[src/rtl/mips_instr_encoder.sv]
`default_nettype none
// ============================================================================
// Module      : mips_instr_encoder
// Description : Assembles 32-bit MIPS instruction words from class + field
//               requests, buffers them in a small FIFO and streams them into
//               instruction memory at auto-incrementing word addresses.
//               Optional illegal-request checking is enabled by defining
//               MIPS_ENC_CHECK_EN; without it illegal kinds encode as NOP.
// Revision    : 1.0 - initial release
// ============================================================================
module mips_instr_encoder #(
    parameter int DEPTH = 4,    // FIFO entries, power of 2, >= 2
    parameter int AW    = 6,    // imem word-address width
    parameter int BASE  = 0     // first imem word address after reset/start
) (
    input  logic          clk,
    input  logic          reset,        // asynchronous, active-low
    input  logic          start,
    input  logic          req_valid,
    output logic          req_ready,
    input  logic [2:0]    req_kind,
    input  logic [4:0]    req_rs,
    input  logic [4:0]    req_rt,
    input  logic [4:0]    req_rd,
    input  logic [5:0]    req_funct,
    input  logic [15:0]   req_imm,
    input  logic [25:0]   req_target,
    output logic          imem_we,
    output logic [AW-1:0] imem_addr,
    output logic [31:0]   imem_wd,
    output logic [AW:0]   count,
    output logic          busy,
    output logic          err
);

    localparam int PW = $clog2(DEPTH);

    localparam logic [AW-1:0] c_base    = AW'(BASE);
    localparam logic [AW:0]   c_cnt_max = {1'b1, {AW{1'b0}}};
    localparam logic [PW:0]   c_full    = (PW+1)'(DEPTH);

    // Request classes
    localparam logic [2:0] c_kind_rtype = 3'd0;
    localparam logic [2:0] c_kind_lw    = 3'd1;
    localparam logic [2:0] c_kind_sw    = 3'd2;
    localparam logic [2:0] c_kind_beq   = 3'd3;
    localparam logic [2:0] c_kind_addi  = 3'd4;
    localparam logic [2:0] c_kind_j     = 3'd5;

    // Primary opcodes
    localparam logic [5:0] c_op_rtype = 6'b000000;
    localparam logic [5:0] c_op_lw    = 6'b100011;
    localparam logic [5:0] c_op_sw    = 6'b101011;
    localparam logic [5:0] c_op_beq   = 6'b000100;
    localparam logic [5:0] c_op_addi  = 6'b001000;
    localparam logic [5:0] c_op_j     = 6'b000010;

    // FIFO storage and pointers
    logic [31:0]   r_mem_q [DEPTH];
    logic [PW-1:0] r_wr_ptr_q;
    logic [PW-1:0] r_rd_ptr_q;
    logic [PW:0]   r_occ_q;
    logic [PW:0]   r_occ_d;

    // Write stage state
    logic          r_we_q;
    logic [AW-1:0] r_addr_q;
    logic [31:0]   r_wd_q;
    logic [AW-1:0] r_wptr_q;
    logic [AW:0]   r_count_q;

    logic [31:0]   w_enc;
    logic          w_illegal;
    logic          w_accept;
    logic          w_push;
    logic          w_pop;

    assign req_ready = (r_occ_q != c_full);
    assign w_accept  = req_valid & req_ready;
    assign w_push    = w_accept & ~w_illegal;
    // The write stage yields to start so the rewind edge never emits a word
    assign w_pop     = (r_occ_q != '0) & ~start;

    // Assemble the instruction word for the requested class (shamt always 0)
    always_comb begin
        w_enc = 32'h0000_0000;
        case (req_kind)
            c_kind_rtype: w_enc = {c_op_rtype, req_rs, req_rt, req_rd, 5'b00000, req_funct};
            c_kind_lw:    w_enc = {c_op_lw,    req_rs, req_rt, req_imm};
            c_kind_sw:    w_enc = {c_op_sw,    req_rs, req_rt, req_imm};
            c_kind_beq:   w_enc = {c_op_beq,   req_rs, req_rt, req_imm};
            c_kind_addi:  w_enc = {c_op_addi,  req_rs, req_rt, req_imm};
            c_kind_j:     w_enc = {c_op_j,     req_target};
            default:      w_enc = 32'h0000_0000;   // kinds 6/7 encode as NOP
        endcase
    end

`ifdef MIPS_ENC_CHECK_EN
    // Flag unsupported classes and R-type functions outside the core's ALU set
    always_comb begin
        w_illegal = 1'b0;
        if (req_kind > c_kind_j) begin
            w_illegal = 1'b1;
        end else if (req_kind == c_kind_rtype) begin
            case (req_funct)
                6'b100000, 6'b100010, 6'b100100,
                6'b100101, 6'b101010: w_illegal = 1'b0;
                default:              w_illegal = 1'b1;
            endcase
        end
    end

    logic r_err_q;

    // Sticky error; start clears it even if an illegal request lands the same edge
    always_ff @(posedge clk or negedge reset) begin
        if (!reset) begin
            r_err_q <= 1'b0;
        end else if (start) begin
            r_err_q <= 1'b0;
        end else if (w_accept && w_illegal) begin
            r_err_q <= 1'b1;
        end
    end

    assign err = r_err_q;
`else
    assign w_illegal = 1'b0;
    assign err       = 1'b0;
`endif

    // Occupancy follows push/pop; simultaneous push and pop leave it unchanged
    always_comb begin
        r_occ_d = r_occ_q + {{PW{1'b0}}, w_push} - {{PW{1'b0}}, w_pop};
    end

    // FIFO payload storage needs no reset; only pointers define validity
    always_ff @(posedge clk) begin
        if (w_push) begin
            r_mem_q[r_wr_ptr_q] <= w_enc;
        end
    end

    // FIFO pointers and occupancy; reset discards all pending words
    always_ff @(posedge clk or negedge reset) begin
        if (!reset) begin
            r_wr_ptr_q <= '0;
            r_rd_ptr_q <= '0;
            r_occ_q    <= '0;
        end else begin
            r_occ_q <= r_occ_d;
            if (w_push) begin
                r_wr_ptr_q <= r_wr_ptr_q + 1'b1;
            end
            if (w_pop) begin
                r_rd_ptr_q <= r_rd_ptr_q + 1'b1;
            end
        end
    end

    // Write stage: drain the FIFO head into imem, start rewinds the address
    always_ff @(posedge clk or negedge reset) begin
        if (!reset) begin
            r_we_q    <= 1'b0;
            r_addr_q  <= c_base;
            r_wd_q    <= 32'h0000_0000;
            r_wptr_q  <= c_base;
            r_count_q <= '0;
        end else if (start) begin
            r_we_q    <= 1'b0;
            r_wptr_q  <= c_base;
            r_count_q <= '0;
        end else if (w_pop) begin
            r_we_q   <= 1'b1;
            r_addr_q <= r_wptr_q;
            r_wd_q   <= r_mem_q[r_rd_ptr_q];
            r_wptr_q <= r_wptr_q + 1'b1;        // wraps 2**AW-1 -> 0
            if (r_count_q != c_cnt_max) begin
                r_count_q <= r_count_q + 1'b1;
            end
        end else begin
            r_we_q <= 1'b0;
        end
    end

    assign imem_we   = r_we_q;
    assign imem_addr = r_addr_q;
    assign imem_wd   = r_wd_q;
    assign count     = r_count_q;
    assign busy      = (r_occ_q != '0) | r_we_q;

endmodule
`default_nettype wire

[config.mk]
export PLATFORM = sky130hd
export DESIGN_NAME = mips_instr_encoder
export DESIGN_NICKNAME = d
export VERILOG_FILES = /design/src/rtl/mips_instr_encoder.sv
export SDC_FILE = /design/constraint.sdc
export NUM_CORES = 1
export LEC_CHECK = 0
export CAP_MARGIN = 0
export CORE_MARGIN = 3
export CORE_UTILIZATION = 32
export CTS_BUF_LIST = sky130_fd_sc_hd__clkbuf_8
export DETAILED_ROUTE_END_ITERATION = 10
export GPL_TIMING_DRIVEN = 0
export PLACE_DENSITY = 0.65
export SYNTH_ARGS = -nofsm -noshare
export SYNTH_HDL_FRONTEND = slang
export SYNTH_SLANG_ARGS = --single-unit
[constraint.sdc]
create_clock -name clk -period 2.36 [get_ports clk]
set_clock_uncertainty 0.1 [all_clocks]
set_input_delay 0.472 -clock clk [delete_from_list [all_inputs] [get_ports clk]]
set_output_delay 0.472 -clock clk [all_outputs]
set_load 0.02 [all_outputs]
# Word level (Yosys, flattened, before mapping)
# Memory sizes are Yosys's and may differ from the RTL's. A register that Yosys moved wholly into a read port is not among the register bits.
# Cells that the tools add are included.
# Widths: inputs -> output; s select.
totals:
  ff_bits: 27
  ramBits: 128
  in_bits: 70
  output_inout_bits: 49
  elab_cells: 42
  n_memories: 1
memory_table:
  columns: ["memory", "depth", "word_bits", "rd", "rd_ports_with_merged_regs", "write_ports", "line_no", "rtl"]
  rows:
  - ["r_mem_q", 4, 32, 1, 1, 1, "59", "logic [31:0] r_mem_q [DEPTH];"]
op_classes:
  add_sub_neg: 6
  n_eq_ne: 7
  n_mux: 10
  bitwise: 4
  n_reduce_logical: 7
op_table:
  columns: ["cell", "n"]
  rows:
  - ["$pmux 32 s6", 1]
  - ["$mux 7", 3]
  - ["$mux 6", 2]
  - ["$add 7x1->7 const B", 1]
  - ["$ne 7x7->1 const B", 1]
  - ["$add 6x1->6 const B", 1]
  - ["$eq 3x2->1 const B", 2]
  - ["$eq 3x3->1 const B", 2]
  - ["$add 2x1->2 const B", 2]
  - ["$mux 1", 4]
  - ["$reduce_and 2->1", 2]
  - ["$reduce_bool 2->1", 2]
  - ["$add 3x1->3", 1]
  - ["$eq 3x1->1 const B", 1]
  - ["$logic_not 3->1", 1]
  - ["$ne 3x3->1 const B", 1]
  - ["$reduce_bool 3->1", 1]
  - ["$sub 3x1->3", 1]
  - ["$and 1x1->1", 2]
  - ["$logic_not 1->1", 1]
  - ["$not 1->1", 1]
  - ["$or 1x1->1", 1]

# Longest topological paths before layout
logic_depth:
  depth_word: 4
  depth_mapped: 9
  mapped_depth_nobuf: 8

# Worst setup path after synthesis
# Ideal clock, no wire load.
synth_timing:
  kind: "flip-flop to flip-flop"
  start: "register r_occ_q[1]"
  end: "register r_occ_q[2]"
  setup_ns: 0.123
  arrival_ns: 2.072
  required_time_ns: 2.137
  setup_slack_ns: 0.065
  path_stages_with_launch: 10
  path_buffers: 2
  period_less_slack_ns: 2.295
  cell_sequence: "dfrtp_1 -> nor3_4 -> nor2_2 -> buf_6 -> buf_6 -> ha_1 -> inv_1 -> ha_1 -> fa_1 -> xnor2_1"
synth_via:
  word_cells_on_any_way: 6
  cone_classes: "2 x add/sub; 1 x eq/ne; 2 x bitwise; 1 x reduce/logical"
synth_rtl:
  columns: ["item", "line_no", "rtl"]
  rows:
  - ["from (decl)", "62", "logic [PW:0] r_occ_q;"]
  - ["from (signal assigned)", "151", "r_occ_q <= r_occ_d;"]
  - ["$reduce_bool 3->1", "82", "assign w_pop = (r_occ_q != '0) & ~start;"]
  - ["$and 1x1->1", "82", null]
  - ["net w_pop", "76", "logic w_pop;"]
  - ["$sub 3x1->3", "134", "r_occ_d = r_occ_q + {{PW{1'b0}}, w_push} - {{PW{1'b0}}, w_pop};"]
  - ["net r_occ_d[2]", "63", "logic [PW:0] r_occ_d;"]
# The timed path passes the listed nets, and every way through them passes these cells.
# A chain may end at the register's enable or synchronous reset.

# Final worst setup path
layout_timing:
  start: "register r_occ_q[0]"
  end: "register r_occ_q[1]"
layout_via:
  elab_chain_len: 4
  word_cells_on_any_way: 6
  cone_classes: "2 x add/sub; 1 x eq/ne; 2 x bitwise; 1 x reduce/logical"
layout_rtl:
  columns: ["item", "line_no", "rtl"]
  rows:
  - ["$ne 3x3->1", "78", "assign req_ready = (r_occ_q != c_full);"]
  - ["$and 1x1->1", "79", "assign w_accept = req_valid & req_ready;"]
  - ["$add 3x1->3", "134", null]
  - ["$sub 3x1->3 (*)", "134", null]
  - ["net r_occ_d[1]", "63", null]
# The timed path passes the listed nets; every way through them passes the cells marked *.

==> impl_metrics.yaml <==
placement:
  dp_hpwl_um: 11330
  gp_congestion: 0.8472
  io_buffers: 113
  dp_cells: 891
  placed_cell_area_um2: 9251
sta:
  slew_headroom_pct: 43.09
  min_period_ps: 2307
  fin_crit_sh_pct: 97.75
  slew_violations: 0
  tightest_slew_ps: 853.7
  holdWs_ps: -1.083
  hold_viol_final: 2
  fmax_ghz: 0.4335
  setup_viol: 0
detailed_routing:
  viasPerCell: 4.808
  routedWlPerCell_um: 17.57
  wl_met2_um: 8181
  vias: 4481
  dr.pass1.iters: 4
  route.detailed.drc: 0
  ant_nets: 0
  wl_um: 16370
  wl_met3_um: 975
  top_layer: "met4"
  wl_met1_um: 7004
  drtIter0Drc: 210
yosys:
  synth_top_area_share_pct: 46.71
  synth_fa_ha_area_share_pct: 1.719
  syn_inst: 458
  ys_top_cells_by_area: "edfxtp_1 (47%), dfrtp_1 (18%), mux4_2 (8.8%), mux2_4 (3.7%), mux2_2 (3.1%)"
  synth.avg_cell_area_um2: 16.84
  synthSimpleGateAreaFrac_pct: 5.190
  synth_warnings: 0
  synth-main-ff-cell: "edfxtp_1"
  synth.distinct_cells: 50
  yosys.area.top_type: "edfxtp_1"
  synthMuxAreaShare_pct: 16.95
  yosysSeqAreaShare_pct: 65.20
  synth_seq_cells: 177
  async_reset_ff_share_pct: 32.20
  synth_area_um2: 7715
  synth_compound_area_share_pct: 7.136
  synth_edf_count: 120
  synth_top_family_by_area: "multiplexers"
  synthXorXnorAreaFrac_pct: 0.9082
die:
  std_cell_rows: 56
  start_util_pct: 32.67
  io_pins: 119
  die_w_um: 161.3
  die_area_um2: 26010
  core-area_um2: 23610
  die_h_um: 161.3
min_path:
  hold_path_class: "input port to async pin"
layout:
  stdcell_count: 932
  fin_area_um2: 9768
  layout_commonest_cell: "edfxtp_1"
  drive_gt1_share_pct: 24.47
  final_cell_mix: "edfxtp_1 (120), clkdlybuf4s50_1 (110), dfrtp_1 (54)"
  diodes: 0
  nets: 680
  area_delta_synth_final_pct: 26.61
  fillers: 2123
global_routing:
  antenna_found_initial: 0
  gr-usage-all-layers_pct: 12.96
  grt_max_degree: 58
  grt_pass1_wl_um: 25970
  grt_overflow: 0
  grt_pass1_vias: 4764
setup_path:
  end_kind: "flop"
  path_class: "flop to flop"
  critPathLaunchType: "flop"
  crit_fanout: 6
  reg2reg_from: "r_occ_q[0]"
  worstPathRequired_ps: 2580
  r2r_slack_ps: 50
  r2r_cells: 8
  r2r-end: "r_occ_q[1]"
  cp.arrival_ps: 2530
status:
  outcome: "finished with violations"
  violations: "hold timing"
cts:
  clk_pin_slew_ps: 100
  cts_tree: "yes"
  hold_buffers: 0
  cts_buffers: 17
  htreeDepth: 4
  clock_sinks: 177
  cts.path.max_buffers: 2
  worst_skew_pair.late_latency_ps: 450
  cts_root_buf: "clkbuf_8"
power_and_ir_drop:
  peakVddDrop_mv: 0.3987
  power_density_nw_per_um2: 1096
  p_leak_uw: 0.003600
job:
  max_cap_violations: 0
==> worst max-delay path by stage <==
| stage | startpoint | to | cells past startpoint |
|---|---|---|---|
| 2_1_floorplan | r_occ_q[1] | r_occ_q[2] | 9 |
| 3_3_place_gp | reset | imem_wd[2] | 1 |
| 3_5_place_dp | r_occ_q[1] | r_occ_q[2] | 9 |
| 4_1_cts | r_occ_q[0] | r_occ_q[2] | 10 |
| 5_1_grt | r_occ_q[0] | r_occ_q[1] | 8 |
| 6_report | r_occ_q[0] | r_occ_q[1] | 8 |
==> layer usage <==
| layer | vias to the layer above | global-route usage, % |
|---|---|---|
| li1 | 2078 | - |
| met1 | 2255 | 16.07 |
| met2 | 132 | 22.10 |
| met3 | 16 | 4.078 |
| met4 | 0 | 3.402 |
| met5 | - | 0 |
==> cell usage after synthesis, types with 2 or more instances <==
cell type    n
clkbuf_1    11
nor2b_1     15
buf_4        6
buf_2        8
mux2i_1     11
and3_1       7
dfrtp_1     57
or3_1        2
a221o_1     11
nand2b_1     2
and2_1       2
a21oi_1     14
nor3b_1      2
mux4_2      30
nor2_1      18
xor2_1       4
nand3_1      6
o31ai_1      3
buf_6        4
inv_1       10
mux2_2      21
a22o_1      21
edfxtp_1   120
nand2_1      4
o211ai_1     2
buf_1        2
xnor2_1      4
nand4_1      3
o2bb2ai_1   10
mux2_4      19
or2_2        2
ha_1         9
==> through the flow <==
stage / util (%) / setup slack, ps / TNS, ps / total power [µW]
2_1_floorplan: - / 65.16 / 0 / 7061
3_3_place_gp: 39.17 / -1366 / -135380 / 8417
3_5_place_dp: 39.18 / -190.2 / -5026 / 8548
4_1_cts: 41.25 / 10.40 / 0 / 10820
5_1_grt: 41.37 / -3.181 / -3.181 / 11310
6_report: 41.37 / 53.07 / 0 / 10700
==> flip-flops by register name, indices dropped and copies added (netlist names) <==
register,flops
r_occ_q,3
count,7
imem_wd,30
imem_we,1
r_rd_ptr_q,2
imem_addr,6
r_wptr_q,6
r_mem_q,120
r_wr_ptr_q,2
==> kinds of logic (layout without fill, tap and decap cells) <==
kind of cell    Yosys count  count (layout)
mux                      81              81
buf+inv                  42             196
xor+xnor                  8               8
flops                   177             177
fa+ha+maj                10              10
compound gates           69              69
other cells               1               2
simple gates             70              70
==> timing repair <==
action                     4_1_cts  5_1_grt
setup endpoints to repair        4        4
gates cloned                     0        0
gates resized for setup          5       10
buffers inserted                 7        3
pin swaps                        1        7
==> worst max-delay path: stages, from the launching register on <==
cell	delay [ps]
dfrtp_2	450
buf_6	130
or3b_4	420
and2_4	160
inv_2	60
ha_4	190
inv_1	60
ha_2	190
fa_2	440
==> power by group <==
group          internal [µW]  switching (µW)
sequential              4230             400
combinational           2060            1820
clock                   1020            1160
total                   7320            3390
==> final cells by class <==
type / instances / area, µm² / share of cell area [%]
Buffer: 30 / 167.7 / 1.716
Clock buffer: 18 / 247.7 / 2.536
Timing Repair Buffer: 123 / 1201 / 12.30
Inverter: 11 / 41.29 / 0.4227
Multi-Input combinational cell: 240 / 2491 / 25.50
Tap cell: 319 / 399.1 / 4.086
Sequential cell: 177 / 5034 / 51.53
Clock inverter: 14 / 186.4 / 1.909
Note: power is estimated with default switching activity, not from simulation.
